**src/rtl/i2c_bus_decoder.sv**
```systemverilog
// Passive I2C receive-side decoder: turns the sda/scl pair into START,
// repeated START, STOP and BYTE events on a valid/ready port.
module i2c_bus_decoder #(
  parameter int unsigned SYNC_STAGES = 2,
  parameter int unsigned FILTER_LEN  = 3
) (
  input  logic       clk,
  input  logic       rst_n,
  input  logic       sda_i,
  input  logic       scl_i,
  output logic       evt_valid,
  input  logic       evt_ready,
  output logic [1:0] evt_type,
  output logic [7:0] evt_data,
  output logic       evt_ack,
  output logic       evt_first,
  output logic       bus_busy,
  output logic       overflow,
  input  logic       clr_overflow
);

  // Counter only needs to reach FILTER_LEN-1; the next qualifying cycle toggles.
  localparam int unsigned CNT_W  = (FILTER_LEN < 2) ? 1 : $clog2(FILTER_LEN);
  localparam int unsigned BIT_W  = 4;
  localparam int unsigned DATA_W = 8;

  typedef enum logic [1:0] {
    EVT_START  = 2'd0,
    EVT_RSTART = 2'd1,
    EVT_STOP   = 2'd2,
    EVT_BYTE   = 2'd3
  } evt_e;

  typedef enum logic {
    ST_IDLE = 1'b0,
    ST_BITS = 1'b1
  } state_e;

  // Index 0 carries SDA, index 1 carries SCL through the input path.
  logic [1:0]                  line_raw;
  logic [1:0][SYNC_STAGES-1:0] sync_q, sync_d;
  logic [1:0][CNT_W-1:0]       flt_cnt_q, flt_cnt_d;
  logic [1:0]                  line_f_q, line_f_d;
  logic [1:0]                  line_p_q;

  logic sda_f, scl_f, sda_p, scl_p;
  logic start_c, stop_c, bit_c;

  state_e            state_q, state_d;
  logic [BIT_W-1:0]  bit_cnt_q, bit_cnt_d;
  logic [DATA_W-1:0] data_q, data_d;
  logic              first_q, first_d;
  logic              busy_q, busy_d;

  logic              evt_valid_q, evt_valid_d;
  evt_e              evt_type_q, evt_type_d;
  logic [DATA_W-1:0] evt_data_q, evt_data_d;
  logic              evt_ack_q, evt_ack_d;
  logic              evt_first_q, evt_first_d;
  logic              ovf_q, ovf_d;

  logic              new_evt;
  evt_e              new_type;
  logic [DATA_W-1:0] new_data;
  logic              new_ack;
  logic              new_first;

  assign line_raw = {scl_i, sda_i};

  // Synchronizer shift and glitch filter: level flips after FILTER_LEN stable cycles.
  always_comb begin
    sync_d    = sync_q;
    flt_cnt_d = flt_cnt_q;
    line_f_d  = line_f_q;
    for (int i = 0; i < 2; i++) begin
      sync_d[i]    = {sync_q[i][SYNC_STAGES-2:0], line_raw[i]};
      flt_cnt_d[i] = '0;
      if (sync_q[i][SYNC_STAGES-1] != line_f_q[i]) begin
        if (flt_cnt_q[i] == CNT_W'(FILTER_LEN - 1)) begin
          line_f_d[i] = ~line_f_q[i];
        end else begin
          flt_cnt_d[i] = flt_cnt_q[i] + CNT_W'(1);
        end
      end
    end
  end

  // Input path registers; idle bus level is high on both lines.
  always_ff @(posedge clk or negedge rst_n) begin
    if (!rst_n) begin
      sync_q    <= '1;
      flt_cnt_q <= '0;
      line_f_q  <= '1;
      line_p_q  <= '1;
    end else begin
      sync_q    <= sync_d;
      flt_cnt_q <= flt_cnt_d;
      line_f_q  <= line_f_d;
      line_p_q  <= line_f_q;
    end
  end

  assign sda_f = line_f_q[0];
  assign scl_f = line_f_q[1];
  assign sda_p = line_p_q[0];
  assign scl_p = line_p_q[1];

  // Bus conditions from previous/current filtered levels; SCL must be high in both.
  assign start_c = scl_p & scl_f & sda_p & ~sda_f;
  assign stop_c  = scl_p & scl_f & ~sda_p & sda_f;
  assign bit_c   = ~scl_p & scl_f;

  // Protocol tracking, event generation and the single-entry event register.
  always_comb begin
    state_d     = state_q;
    bit_cnt_d   = bit_cnt_q;
    data_d      = data_q;
    first_d     = first_q;
    busy_d      = busy_q;
    new_evt     = 1'b0;
    new_type    = EVT_START;
    new_data    = '0;
    new_ack     = 1'b0;
    new_first   = 1'b0;
    evt_valid_d = evt_valid_q;
    evt_type_d  = evt_type_q;
    evt_data_d  = evt_data_q;
    evt_ack_d   = evt_ack_q;
    evt_first_d = evt_first_q;
    ovf_d       = ovf_q;

    if (stop_c) begin
      new_evt   = 1'b1;
      new_type  = EVT_STOP;
      busy_d    = 1'b0;
      state_d   = ST_IDLE;
      bit_cnt_d = '0;
      data_d    = '0;
    end else if (start_c) begin
      new_evt   = 1'b1;
      new_type  = (state_q == ST_BITS) ? EVT_RSTART : EVT_START;
      busy_d    = 1'b1;
      state_d   = ST_BITS;
      bit_cnt_d = '0;
      data_d    = '0;
      first_d   = 1'b1;
    end else if (bit_c && (state_q == ST_BITS)) begin
      if (bit_cnt_q == BIT_W'(8)) begin
        new_evt   = 1'b1;
        new_type  = EVT_BYTE;
        new_data  = data_q;
        new_ack   = ~sda_f;
        new_first = first_q;
        first_d   = 1'b0;
        bit_cnt_d = '0;
      end else begin
        data_d    = {data_q[DATA_W-2:0], sda_f};
        bit_cnt_d = bit_cnt_q + BIT_W'(1);
      end
    end

    // A held, unaccepted event wins; a newcomer is dropped and flagged.
    if (new_evt && (!evt_valid_q || evt_ready)) begin
      evt_valid_d = 1'b1;
      evt_type_d  = new_type;
      evt_data_d  = new_data;
      evt_ack_d   = new_ack;
      evt_first_d = new_first;
    end else if (evt_valid_q && evt_ready) begin
      evt_valid_d = 1'b0;
    end

    if (new_evt && evt_valid_q && !evt_ready) begin
      ovf_d = 1'b1;
    end
    if (clr_overflow) begin
      ovf_d = 1'b0;
    end
  end

  // Protocol and event state registers.
  always_ff @(posedge clk or negedge rst_n) begin
    if (!rst_n) begin
      state_q     <= ST_IDLE;
      bit_cnt_q   <= '0;
      data_q      <= '0;
      first_q     <= 1'b0;
      busy_q      <= 1'b0;
      evt_valid_q <= 1'b0;
      evt_type_q  <= EVT_START;
      evt_data_q  <= '0;
      evt_ack_q   <= 1'b0;
      evt_first_q <= 1'b0;
      ovf_q       <= 1'b0;
    end else begin
      state_q     <= state_d;
      bit_cnt_q   <= bit_cnt_d;
      data_q      <= data_d;
      first_q     <= first_d;
      busy_q      <= busy_d;
      evt_valid_q <= evt_valid_d;
      evt_type_q  <= evt_type_d;
      evt_data_q  <= evt_data_d;
      evt_ack_q   <= evt_ack_d;
      evt_first_q <= evt_first_d;
      ovf_q       <= ovf_d;
    end
  end

  assign evt_valid = evt_valid_q;
  assign evt_type  = evt_type_q;
  assign evt_data  = evt_data_q;
  assign evt_ack   = evt_ack_q;
  assign evt_first = evt_first_q;
  assign bus_busy  = busy_q;
  assign overflow  = ovf_q;

endmodule
```
**config.mk**
```make
export PLATFORM = sky130hd
export DESIGN_NAME = i2c_bus_decoder
export DESIGN_NICKNAME = d
export VERILOG_FILES = /design/src/rtl/i2c_bus_decoder.sv
export SDC_FILE = /design/constraint.sdc
export NUM_CORES = 1
export LEC_CHECK = 0
export CORE_MARGIN = 2
export CORE_UTILIZATION = 54
export DETAILED_ROUTE_END_ITERATION = 6
export PLACE_DENSITY = 0.77
export SETUP_SLACK_MARGIN = 0.4
export SLEW_MARGIN = 20
export SYNTH_ARGS = -nofsm -noshare
export SYNTH_HDL_FRONTEND = slang
export SYNTH_SLANG_ARGS = --single-unit
```
**constraint.sdc**
```tcl
create_clock -name clk -period 2.25 [get_ports clk]
set_clock_uncertainty 0.05 [all_clocks]
set_input_delay 0.45 -clock clk [delete_from_list [all_inputs] [get_ports clk]]
set_output_delay 0.45 -clock clk [all_outputs]
set_load 0.02 [all_outputs]
```
==> results of run 1 <==
## per-stage QoR
stage          total power [mW]  util (%)  area [µm²]  worst slack (ns)  instances
3_5_place_dp               2.11      64.3        2000             0.374        211
2_1_floorplan              1.86         -        1790             0.659        154
5_1_grt                    2.63      66.6        2070             0.432        223
3_3_place_gp               2.06      64.3        2000             0.457        211
4_1_cts                    2.43      65.7        2040             0.403        220
6_report                   2.44      66.6        2070             0.509        223
## cells by family (layout without fill, tap and decap cells)
group,count (synthesis),after routing
DFF,40,40
muxes,1,1
buffers and inverters,15,40
adders and majority gates,2,2
and+or+nand+nor,44,44
xor gates and xnor gates,5,5
AOI/OAI and AO/OA,47,47
## critical path, cell delays in order (launching register included)
cell and delay, ns:
dfrtp_1 0.43, inv_1 0.07, ha_1 0.21, and3b_2 0.31
a22oi_4 0.40, a221o_1 0.22
## what timing repair did
item	CTS	global route
pin swaps	1	0
endpoints found under the setup margin	23	13
setup buffers	1	3
resized for setup	14	2
## where the power goes
| part | leakage [nW] | switching (mW) | internal (mW) |
|---|---|---|---|
| clock | 0.0293 | 0.232 | 0.122 |
| combinational | 0.450 | 0.518 | 0.382 |
| sequential | 0.506 | 0.223 | 0.962 |
| total | 0.985 | 0.973 | 1.47 |
## area by class of cell
class                      instances  share of cell area, %
timing repair buffer              26                   11.1
clock buffer                       7                   2.18
inverter                           6                   1.09
clock inverter                     1                  0.242
multi-input combinational         99                   33.8
tap                               44                   2.67
sequential                        40                   48.9
## cell usage in the layout (no fill, tap or decap), types with 3 or more instances in the layout
cell type	instances
nand2_1	4
dfstp_2	8
dlygate4sd2_1	13
nor3_1	3
buf_4	6
a221o_1	10
dfrtp_1	32
nand3_1	9
clkdlybuf4s50_1	4
xnor2_1	4
a21oi_1	13
o21ai_0	11
inv_1	6
and2_1	10
nor2_1	4
clkbuf_4	5
a211oi_1	4
nand2b_1	3
## path summary, 6_finish.rpt
check / depth (start not counted) / from / endpoint
max in group asynchronous: 1 / rst_n / flt_cnt_q[2]
max reg2reg: 5 / bit_cnt_q[1] / evt_ack
min: 1 / rst_n / evt_data[1]
min in group clk: 0 / sync_d[3] / sync_q[3]
min reg2reg: 0 / sync_d[3] / sync_q[3]
max: 5 / bit_cnt_q[1] / evt_ack
## per-layer routing
layer	up-vias	routed length [µm]	GRT usage (%)
met3	8	115	5.67
met2	23	1660	35.3
met1	634	1550	27.5
met5	-	0	0
met4	0	66	10.6
li1	613	-	-
## sequential cells by signal, summed over array words and instances (netlist names)
name,count
evt_valid,1
evt_first,1
sync_d,2
evt_type,2
bit_cnt_q,4
first_q,1
evt_ack,1
line_p_q,2
evt_data,8
line_f_q,2
data_q,8
overflow,1
flt_cnt_q,4
bus_busy,1
sync_q,2
==> flow_summary.ini, run 1 <==
[synthesis]
synth.area.top_cells = dfrtp_1 (45%), dfstp_2 (12%), a221o_1 (5.6%), a21oi_1 (3.6%), and2_1 (3.5%)
yosysMostFrequentCell = dfrtp_1
synth_commonest_cells = dfrtp_1 (32), a21oi_1 (13), o21ai_0 (11)
syn_area_per_cell_um2 = 11.6
synth-xor-area-share_pct = 2.86
synth_area_um2 = 1790
yosysSeqAreaShare_pct = 56.4
synthAdderAreaFrac_pct = 1.40
muxShareOfSynthArea_pct = 0.628
synth_flop_cell = dfrtp_1
synth_seq_cells = 40
yosys.area_share.simple_pct = 15.1
synth_top_family_by_area = compound AO/OA/AOI/OAI gates
yosysTopAreaCellShare_pct = 44.7
yosysTopAreaCell = dfrtp_1
yosysWarnings = 0
synthCells = 154
synth.distinct_cells = 37
async_flop_share_pct = 100
syn-num-nets = 162
synth_edf_count = 0
synth_compound_area_share_pct = 18.9

[layout]
drive_above_1_share_pct = 15.6
fillerInstances = 268
diodes = 0
final_nets = 186
regArea_um2 = 1010
area_growth_syn_to_layout_pct = 15.3
multi_input_area_um2 = 698

[clock_network]
ctsHoldBuffers = 0
clock_latency_ns = 0.36
numCtsBuffers = 5
path_clk_slew_ns = 0.12
cts_buffer_depth = 2
htree_levels = 2
cts_tree = built
ctsRootBufferMaster = clkbuf_4
clock_sinks = 40

[floorplan]
fp.dieW_um = 61.6
num_rows = 20
dieArea_um2 = 3790
die_h_um = 61.6
start_util_pct = 57.7
coreArea_um2 = 3100
io_pins = 21

[global_routing]
overflow = 0
grt_pass1_wl_um = 5890
grt_max_degree = 41
antenna_found_initial = 0
grtUsageTotal_pct = 21.9
grt_pass1_vias = 1273

[run_status]
status = completed

[timing]
setup_viol = 0
period_minus_slack_ns = 1.74
timing.final.hold_violations = 0
worst_pin_slew_ns = 0.848
rsz0062_at_grt = no
fin_crit_sh_pct = 77.4
fmax_mhz = 574
worst_slew_margin_rel_pct = 43.5
setup_tns_ns = 0
slew_viol_final = 0
hold_slack_ns = 0.130

[drt]
first_pass_iters = 4
vias = 1278
wl_per_cell_um = 15.2
drt_iter0_markers = 70
ant_nets = 0
drc = 0
routed_wl_um = 3390
via_per_inst = 5.73

[critical_path]
worstSetupPathType = reg2reg
end_kind = flip-flop
crit_fanout = 13
crit_path_start_kind = flip-flop
crit_arrival_ns = 1.99
rrSetupSlack_ns = 0.51
worstPathRequired_ns = 2.50

[placement]
io_buffers = 20
dpl.hpwl_um = 2380
gp_congestion = 0.808

[job]
drv_cap = 0

[power]
peakVddDrop_mv = 0.828
power_density_nw_per_um2 = 1180
leakage_nw = 0.985

[min_path]
hold_class = in2async
Note: power is estimated with default switching activity, not from simulation.
==> run 2, diff against run 1 <==
Clock period 2.25 ns to 1.7 ns, I/O delays scaled along.
==> flow_summary.ini, run 2 (synthesis gave the netlist of run 1 again) <==
[layout]
final_common_cell = buf_4
final_cell_mix = buf_4 (35), dfrtp_1 (31), buf_6 (23)
area_growth_syn_to_layout_pct = 47.7
drive_above_1_share_pct = 49.5
final_nets = 227
diodes = 0
fin_util_pct = 85.3
final_cells = 264

[clock_network]
htree_levels = 2
cts_tree = built
clock_latency_ns = 0.35
cts_buffer_depth = 2
numCtsBuffers = 5
clock_sinks = 40
path_clk_slew_ns = 0.13
ctsRootBufferMaster = clkbuf_4

[floorplan]
io_pins = 21
dieArea_um2 = 3790
fp.dieW_um = 61.6
start_util_pct = 57.7
die_h_um = 61.6
num_rows = 20
coreArea_um2 = 3100

[critical_path]
crit_arrival_ns = 1.86
crit_fanout = 7
end_kind = flip-flop
worstPathRequired_ns = 1.93
crit_path_start_kind = flip-flop
cpMaxStageDelayCell = dfstp_2
worstSetupPathType = reg2reg
cp_cell_sequence = and3b_2 > a22oi_4 > buf_12 > a221o_1
slowest_delay_ns = 0.63

[timing]
setup_viol = 0
fin_crit_sh_pct = 95.8
timing.final.hold_violations = 0
worst_pin_slew_ns = 0.456
slew_viol_final = 0
hold_slack_ns = 0.318
period_minus_slack_ns = 1.63
fin_ws_ns = 0.0712
rsz0062_at_grt = yes
fmax_mhz = 614
worst_slew_margin_rel_pct = 69.6

[global_routing]
antenna_found_initial = 0
overflow = 0
grt_pass1_wl_um = 7140
grt_max_degree = 24
grt_pass1_vias = 1485
grtUsageTotal_pct = 25.9

[power]
peakVddDrop_mv = 1.12
power_density_nw_per_um2 = 1760
leakage_nw = 1.22

[job]
drv_cap = 0

[placement]
dp_slack_ns = -0.352
dp.cells = 217
gp_congestion = 0.811
dpl.hpwl_um = 2470
io_buffers = 20

[drt]
wl_per_cell_um = 21.3
first_pass_iters = 4
routed_wl_um = 5610
via_per_inst = 6.31
drt_iter0_markers = 125
drc = 0
vias = 1667
ant_nets = 0

[min_path]
hold_class = reg2reg

[run_status]
status = completed
==> run 2: cell count changes in the layout (fill, tap and decap cells not counted), moves of 5 or more <==
cell / previous run / this run
o21ai_1: 0 / 5
o21ai_0: 11 / 1
dlygate4sd2_1: 13 / 0
buf_6: 0 / 23
buf_4: 6 / 35
o21ai_2: 0 / 5
==> run 2: cell type report <==
class,count,area (µm²)
flip-flops and latches,40,1010
multi-input cells,99,836
repair buffers,67,644
fillers,144,457
well taps,44,55.1
clock buffers,6,41.3
clock inverters,2,35.0
inverters,6,22.5
==> run 2: per-stage QoR <==
step	TNS (ns)	cell area [µm²]	total power [mW]
after floorplan	0	1830	2.53
after global placement	-3.07	2070	2.87
after detailed placement	-3.60	2070	2.94
after CTS	0	2420	4.05
after global routing	0	2650	4.85
final	0	2650	4.65
==> run 2: critical path: cells and delay by family, from the launching register on <==
kind                   cells  cell delay [ns]
DFF                        1             0.63
AOI/OAI and AO/OA          2             0.45
and+or+nand+nor            1             0.26
buffers and inverters      1             0.16
==> run 2: worst paths after layout <==
check / endpoint / slack [ns] / cells past startpoint / start
hold reg to reg: sync_q[1] / 0.32 / 0 / sync_d[1]
setup reg to reg: evt_data[5] / 0.07 / 4 / line_p_q[1]
setup / recovery: evt_data[5] / 0.07 / 4 / line_p_q[1]
max in group asynchronous: data_q[2] / 0.69 / 3 / rst_n
hold / removal: sync_q[1] / 0.32 / 0 / sync_d[1]
min in group asynchronous: bus_busy / 0.41 / 2 / rst_n
==> run 2: what timing repair did <==
| item | in CTS | in global routing |
|---|---|---|
| pin swaps | 13 | 4 |
| gates resized for setup | 85 | 52 |
| hold endpoints to repair | 9 | 0 |
| hold buffers | 1 | 0 |
| setup buffers | 26 | 10 |
| cloned | 1 | 1 |
| endpoints found under the setup margin | 43 | 46 |
==> run 2: power by group <==
group / internal, mW / switching, mW
clock network: 0.309 / 0.307
registers: 1.27 / 0.336
logic: 1.24 / 1.19
total: 2.82 / 1.83
==> run 2: metal layers <==
| layer | routed length (µm) | track usage [%] | part of all wire (%) |
|---|---|---|---|
| met2 | 2770 | 41.8 | 49 |
| met5 | 0 | 0 | 0 |
| met4 | 150 | 10.0 | 2.7 |
| met3 | 446 | 4.83 | 7.9 |
| met1 | 2250 | 34.9 | 40 |
